`src/rtl/stage3_fc_argmax.sv`:
```
// Final classifier stage: accumulates NUM_BEATS kernel partial sums per class,
// adds the per-class bias, emits each score and then the arg-max class of the frame.
module stage3_fc_argmax #(
  parameter int IN_BW     = 22,
  parameter int NUM_BEATS = 48,
  parameter int NUM_CLASS = 3,
  parameter int B_BW      = 16,
  parameter int ACC_BW    = IN_BW + $clog2(NUM_BEATS) + 1,
  parameter int CLS_BW    = $clog2(NUM_CLASS)
) (
  input  logic                      clk,
  input  logic                      reset,
  input  logic                      i_kernel_valid,
  input  logic [IN_BW-1:0]          i_kernel,
  input  logic [NUM_CLASS*B_BW-1:0] i_bias,
  input  logic                      i_clear,
  output logic                      o_score_valid,
  output logic [ACC_BW-1:0]         o_score,
  output logic [CLS_BW-1:0]         o_score_class,
  output logic                      o_result_valid,
  output logic [CLS_BW-1:0]         o_result_class,
  output logic [ACC_BW-1:0]         o_result_score,
  output logic                      o_busy
);

  localparam int BEAT_BW = $clog2(NUM_BEATS);
  localparam logic [BEAT_BW-1:0] LAST_BEAT  = BEAT_BW'(NUM_BEATS - 1);
  localparam logic [CLS_BW-1:0]  LAST_CLASS = CLS_BW'(NUM_CLASS - 1);

  typedef enum logic {S_IDLE, S_ACCUM} state_t;

  state_t                     state_q, state_d;
  logic [BEAT_BW-1:0]         beat_cnt_q, beat_cnt_d;
  logic [CLS_BW-1:0]          class_cnt_q, class_cnt_d;
  logic signed [ACC_BW-1:0]   acc_q, acc_d;
  logic signed [ACC_BW-1:0]   score_q, score_d;
  logic                       score_valid_q, score_valid_d;
  logic [CLS_BW-1:0]          score_class_q, score_class_d;
  logic signed [ACC_BW-1:0]   best_q, best_d;
  logic [CLS_BW-1:0]          best_idx_q, best_idx_d;
  logic                       result_valid_q, result_valid_d;
  logic [CLS_BW-1:0]          result_class_q, result_class_d;
  logic signed [ACC_BW-1:0]   result_score_q, result_score_d;

  logic [B_BW-1:0]            bias_sel;
  logic signed [ACC_BW-1:0]   kern_ext, bias_ext, acc_sum;
  logic                       last_beat, last_class;

  always_comb begin
    bias_sel = '0;
    for (int unsigned k = 0; k < NUM_CLASS; k++) begin
      if (class_cnt_q == CLS_BW'(k)) bias_sel = i_bias[k*B_BW +: B_BW];
    end
  end

  assign kern_ext   = {{(ACC_BW-IN_BW){i_kernel[IN_BW-1]}}, i_kernel};
  assign bias_ext   = {{(ACC_BW-B_BW){bias_sel[B_BW-1]}}, bias_sel};
  assign acc_sum    = acc_q + kern_ext;
  assign last_beat  = (beat_cnt_q == LAST_BEAT);
  assign last_class = (class_cnt_q == LAST_CLASS);

  always_comb begin
    state_d = state_q;
    if (i_clear)             state_d = S_IDLE;
    else if (i_kernel_valid) state_d = (last_beat && last_class) ? S_IDLE : S_ACCUM;
  end

  always_comb begin
    beat_cnt_d    = beat_cnt_q;
    class_cnt_d   = class_cnt_q;
    acc_d         = acc_q;
    score_d       = score_q;
    score_valid_d = 1'b0;
    score_class_d = score_class_q;
    if (i_clear) begin
      beat_cnt_d  = '0;
      class_cnt_d = '0;
    end else if (i_kernel_valid) begin
      // Beat 0 loads rather than adds, so consecutive classes need no bubble.
      acc_d = (beat_cnt_q == '0) ? kern_ext : acc_sum;
      if (last_beat) begin
        beat_cnt_d    = '0;
        class_cnt_d   = last_class ? '0 : class_cnt_q + 1'b1;
        score_d       = acc_sum + bias_ext;
        score_valid_d = 1'b1;
        score_class_d = class_cnt_q;
      end else begin
        beat_cnt_d = beat_cnt_q + 1'b1;
      end
    end
  end

  // A partial frame's best is never reported: class 0 of the next frame reloads it.
  always_comb begin
    best_d         = best_q;
    best_idx_d     = best_idx_q;
    result_valid_d = 1'b0;
    result_class_d = result_class_q;
    result_score_d = result_score_q;
    if (score_valid_q) begin
      if ((score_class_q == '0) || (score_q > best_q)) begin
        best_d     = score_q;
        best_idx_d = score_class_q;
      end
      if (score_class_q == LAST_CLASS) begin
        result_valid_d = 1'b1;
        result_class_d = best_idx_d;
        result_score_d = best_d;
      end
    end
  end

  always_ff @(posedge clk) begin
    if (reset) begin
      state_q        <= S_IDLE;
      beat_cnt_q     <= '0;
      class_cnt_q    <= '0;
      acc_q          <= '0;
      score_q        <= '0;
      score_valid_q  <= 1'b0;
      score_class_q  <= '0;
      best_q         <= '0;
      best_idx_q     <= '0;
      result_valid_q <= 1'b0;
      result_class_q <= '0;
      result_score_q <= '0;
    end else begin
      state_q        <= state_d;
      beat_cnt_q     <= beat_cnt_d;
      class_cnt_q    <= class_cnt_d;
      acc_q          <= acc_d;
      score_q        <= score_d;
      score_valid_q  <= score_valid_d;
      score_class_q  <= score_class_d;
      best_q         <= best_d;
      best_idx_q     <= best_idx_d;
      result_valid_q <= result_valid_d;
      result_class_q <= result_class_d;
      result_score_q <= result_score_d;
    end
  end

  assign o_score_valid  = score_valid_q;
  assign o_score        = score_q;
  assign o_score_class  = score_class_q;
  assign o_result_valid = result_valid_q;
  assign o_result_class = result_class_q;
  assign o_result_score = result_score_q;
  assign o_busy         = (state_q == S_ACCUM);

endmodule

```
`config.mk`:
```
export PLATFORM = sky130hd
export DESIGN_NAME = stage3_fc_argmax
export DESIGN_NICKNAME = d
export VERILOG_FILES = /design/src/rtl/stage3_fc_argmax.sv
export SDC_FILE = /design/constraint.sdc
export NUM_CORES = 1
export LEC_CHECK = 0
export CORE_MARGIN = 3
export CORE_UTILIZATION = 55
export CTS_CLUSTER_SIZE = 20
export DETAILED_ROUTE_END_ITERATION = 8
export GPL_TIMING_DRIVEN = 0
export PLACE_DENSITY_LB_ADDON = 0.1
export SETUP_SLACK_MARGIN = 0.15
export SLEW_MARGIN = 20
export SYNTH_ARGS = -nofsm -noshare
export SYNTH_HDL_FRONTEND = slang
export SYNTH_SLANG_ARGS = --single-unit
```
`constraint.sdc`:
```
create_clock -name clk -period 9.62 [get_ports clk]
set_input_delay 1.924 -clock clk [delete_from_list [all_inputs] [get_ports clk]]
set_output_delay 1.924 -clock clk [all_outputs]
set_load 0.05 [all_outputs]
```
==> results.md <==
Floorplan:
- The initialized floorplan defines 46 standard-cell rows.
- The height of the die is roughly 140 um.
- For this design the top-level I/O count stands at 139.
- The core region is 16100 um2.
- The floorplan die width is 135 um.
- The floorplan step defined a die boundary enclosing 18200 um2.
- The initial utilization of the core area, before any placement, comes to 56.9%.

Placed design:
- Detailed placement finished with a half-perimeter wire length of between 20000 and 25000 um.
- The number of input and output port buffers inserted is 136.
- Routability-driven placement finished with a final weighted congestion of between 0.9 and 1.
- Timing analysis after detailed placement gives a worst setup slack of 2.86 ns.

Cells and area:
- The filler cells instantiated in the layout total roughly 1400.
- Relative to the synthesized area, the layout overhead comes to 24.5%.
- The library cells used most frequently in the layout, excluding fill and tap cells, are sky130_fd_sc_hd__clkdlybuf4s50_1 (136), sky130_fd_sc_hd__dfxtp_1 (133), sky130_fd_sc_hd__nand2_1 (125).
- The number of nets in the finished design is 1472.
- The repair_antennas step left the layout with diodes totalling 0.
- The library cell used most frequently in the layout, excluding fill and tap cells, is sky130_fd_sc_hd__clkdlybuf4s50_1.
- The post-route netlist has 3.64% of its cells at a drive strength greater than 1.

Synth:
- The complex-gate fraction of the synthesized area is 23.2%.
- The total nets after synthesis is between 1000 and 1500.
- The post-synthesis adder-cell area fraction is between 10 and 15%.
- By area, the combinational part of the netlist is dominated by compound AO/OA/AOI/OAI gates.
- Sorting the synthesized cells by area gives the leading types as sky130_fd_sc_hd__dfxtp_1 (29%), sky130_fd_sc_hd__ha_1 (12%), sky130_fd_sc_hd__mux2i_1 (6.8%).
- The number of warnings printed during yosys synthesis is 0.
- The proportion of synthesized area in mux cells is between 6 and 7%.
- The share of synthesized registers carrying an async set or reset is 0%.
- The share of the synthesized area in the top cell type is 29.1%.
- The number of synthesized flops with an enable pin is 0.
- Counting flops and latches in the post-synthesis netlist gives 133.
- The mean instance size in the synthesized netlist is 7.97 um2.
- The cell count after synthesis is 1150.
- The portion of the post-synthesis area used by sequential elements is 29.1%.
- The cell area after technology mapping is 9160 um2.
- Of the total synthesized cell area, the portion taken by AND, OR, NAND and NOR gates is 18.0%.
- The biggest area contributor in the post-synthesis netlist is sky130_fd_sc_hd__dfxtp_1.
- For this run, the leading register cell type out of synthesis is sky130_fd_sc_hd__dfxtp_1.
- Of the total synthesized cell area, the portion taken by XOR and XNOR cells is 5.45%.
- Synthesis instantiated 61 different standard cells from the library.

Detailed routing:
- The final routed DRC violation total is 0.
- After detailed routing, the number of vias per cell comes to slightly below 6.
- The total routed wire length on the met1 layer is 11600 um.
- The count of nets left with antenna violations once routing finished came out at 0.
- For this block, the initial DRC count from the detailed router was 665.
- The count of TritonRoute iterations in the first routing pass is 5.
- The routed wire length on met3 is between 1000 and 1500 um.
- The final routed wirelength across all metal layers is 26000 um.
- Summed over all nets, wire length on met2 after detailed routing comes to 12400 um.
- The highest routed metal layer is met4.
- The routed layout has 9033 vias.
- After detailed routing, the average wire length per cell comes to between 15 and 20 um.

Global route:
- The largest net degree at the start of global routing is 18.
- After global routing the overflow that remains totals 0.
- Global routing used 28.6% of the available tracks across all layers.
- The first global-routing pass estimated 41900 um of wire.
- The initial antenna violation count is 0.
- The via count of the first global-routing pass is slightly above 8000.

Clocking:
- The setup fix buffers added after clock tree synthesis is 0.
- At the later pin of the worst-skew pair, clock insertion delay measures 0.43 ns.
- The number of clock buffers added by TritonCTS is 17.
- The number of clock sinks is ~130.
- The number of gates resized after CTS is 0.
- The depth of the CTS H-tree is 4.
- The clock transition at the registers of the reported paths is 0.06 ns.
- Clock tree synthesis selected as its root buffer the cell sky130_fd_sc_hd__clkbuf_16.
- The largest buffer count on any clock path is 2.
- The number of hold buffers added after CTS is 0.
- TritonCTS built the clock tree.

Worst setup path:
- The peak per-stage delay on the critical path is 0.53 ns.
- Walking the worst path, the cells encountered are clkdlybuf4s50_1, ha_1, a2111oi_0, o21ai_0, a31oi_1, o21ai_0, a21oi_1, xnor2_1, ha_1, and3_1, and2_1, a2111o_1, a21oi_1, o21ai_0, o22ai_1, xnor2_1, a22oi_1.
- The launching element of the worst setup path is i_kernel[6].
- For the worst setup path, the data required time is 9.91 ns.
- For the worst setup path, the data arrival time is about 6.7 ns.
- For this design, the slowest cell found on the critical path is sky130_fd_sc_hd__a31oi_1.
- The maximum fanout along the worst path is 5.
- In this run the critical register-to-register path is launched from acc_q[6].
- By instance count, the cell type seen most on the critical path is sky130_fd_sc_hd__o21ai_0.
- The combined buffer and inverter count along the critical path is 1.
- In this design, the largest share of critical-path delay is due to compound AO/OA/AOI/OAI gates.
- The worst setup path is of the in -> reg kind.
- The worst setup path is launched from a primary input.
- The capturing element type of the critical path is a flip-flop.

Timing:
- For the final routed database, the setup TNS stands at 0 ns.
- In the finished design, the share of the clock period the worst path needs comes to 66.3%.
- The count of final max-slew check failures is 0.
- The final count of hold timing violations came to 0.
- The count of endpoints failing setup in the final report is 0.
- For the final database, setup skew stands at 0.0106 ns.
- The post-route worst hold slack is roughly 0.47 ns.
- The worst path in the final design needs a cycle of between 6 and 7 ns, including I/O delays and setup.
- Setup repair after global routing left no endpoint under its margin.
- At the pin with the least slew margin, the transition time is 0.815 ns.
- Across all setup checks in the final design, the least slack found is 3.24 ns.
- The worst slew slack as a fraction of its limit is 45.7%.
- Static timing analysis puts the maximum clock frequency at 157 MHz.

Power and ir drop:
- The worst-case IR drop observed on VDD is 0.000127 V.
- The power density over the cells is 147 nW/um2.
- Summed over all cells, the static leakage comes to 0.00457 uW.
- After layout, the design draws a total of ~1700 uW.

Status:
- The flow ran to the end, and the final reports show no timing, DRC or antenna violations.

Min path:
- The worst min-delay path class is reg -> reg.
- The worst hold path startpoint is acc_q[14].

Job:
- The tool flagged a number of max-cap violations equal to 0.
## path summary, 6_finish.rpt
check	slack (ns)	endpoint	depth (start not counted)
max	3.24	o_score[28]	17
min reg2reg	0.47	acc_q[14]	2
min	0.47	acc_q[14]	2
max reg2reg	4.87	o_score[28]	16
## area by class of cell
type / instances / area [um2] / area share, %
tap: 216 / 270 / 2.37
clock inverter: 14 / 166 / 1.46
sequential: 133 / 2660 / 23.3
clock buffer: 18 / 429 / 3.76
multi-input combinational: 905 / 6070 / 53.2
timing repair buffer: 137 / 1370 / 12.0
buffer: 63 / 248 / 2.17
inverter: 49 / 184 / 1.61
## worst reg2reg max path: stages, from the launching register on
cell	delay (ns)
sky130_fd_sc_hd__dfxtp_1	0.31
sky130_fd_sc_hd__ha_1	0.34
sky130_fd_sc_hd__a2111oi_0	0.43
sky130_fd_sc_hd__o21ai_0	0.24
sky130_fd_sc_hd__a31oi_1	0.53
sky130_fd_sc_hd__o21ai_0	0.24
sky130_fd_sc_hd__a21oi_1	0.21
sky130_fd_sc_hd__xnor2_1	0.23
sky130_fd_sc_hd__ha_1	0.35
sky130_fd_sc_hd__and3_1	0.17
sky130_fd_sc_hd__and2_1	0.14
sky130_fd_sc_hd__a2111o_1	0.40
sky130_fd_sc_hd__a21oi_1	0.28
sky130_fd_sc_hd__o21ai_0	0.17
sky130_fd_sc_hd__o22ai_1	0.21
sky130_fd_sc_hd__xnor2_1	0.20
sky130_fd_sc_hd__a22oi_1	0.14
## sequential cells by signal (all words and copies together) (netlist names)
register,cells
acc_q,29
best_q,29
o_result_score,29
o_score,29
beat_cnt_q,6
best_idx_q,2
class_cnt_q,2
o_result_class,2
o_score_class,2
o_busy,1
o_result_valid,1
o_score_valid,1
## synthesized netlist by cell type (all sizes together), types with 3 or more instances
| master | number |
|---|---|
| and2 | 9 |
| nor3 | 11 |
| o211ai | 6 |
| inv | 49 |
| a21o | 37 |
| and3 | 12 |
| nand3 | 42 |
| a31oi | 12 |
| dfxtp | 133 |
| a22oi | 16 |
| o21ai | 73 |
| o22ai | 3 |
| o21a | 9 |
| ha | 90 |
| a211o | 4 |
| or3 | 4 |
| and4 | 3 |
| nand4 | 16 |
| a311oi | 11 |
| a21boi | 4 |
| nand3b | 3 |
| a21oi | 84 |
| mux2i | 62 |
| nor3b | 5 |
| clkbuf | 50 |
| nor2 | 112 |
| o21bai | 6 |
| nand2 | 125 |
| buf | 13 |
| a211oi | 38 |
| nor2b | 8 |
| xnor2 | 40 |
| a41o | 3 |
| xor2 | 17 |
| nand2b | 4 |
| nor4 | 4 |
## cell families (layout without fill, tap and decap cells)
family	count (synthesis)	after routing
AOI/OAI and AO/OA	329	329
adders and majority gates	92	92
xor gates and xnor gates	57	57
DFF	133	133
muxes	63	63
buffers and inverters	112	281
and+or+nand+nor	364	364
## per-stage QoR
stage / cell area, um2 / std cells / utilization [%]
after floorplan: 9160 / 1150 / -
after global placement: 10800 / 1502 / 67.0
after detailed placement: 10800 / 1503 / 67.1
after CTS: 11400 / 1535 / 70.8
after global routing: 11400 / 1535 / 70.8
final: 11400 / 1535 / 70.8
## power by group
group	leakage [uW]	switching, uW	internal (uW)	total (uW)
clock	0.000288	281	391	672
combinational	0.00321	252	191	443
sequential	0.00108	5.19	559	565
total	0.00457	538	1140	1680
## metal layers
metal | vias to the layer above | track usage [%]
li1 | 4463 | -
met1 | 4234 | 37.0
met2 | 289 | 48.6
met3 | 47 | 4.40
met4 | 0 | 9.52
met5 | - | 0
Note: power is estimated with default switching activity, not from simulation.
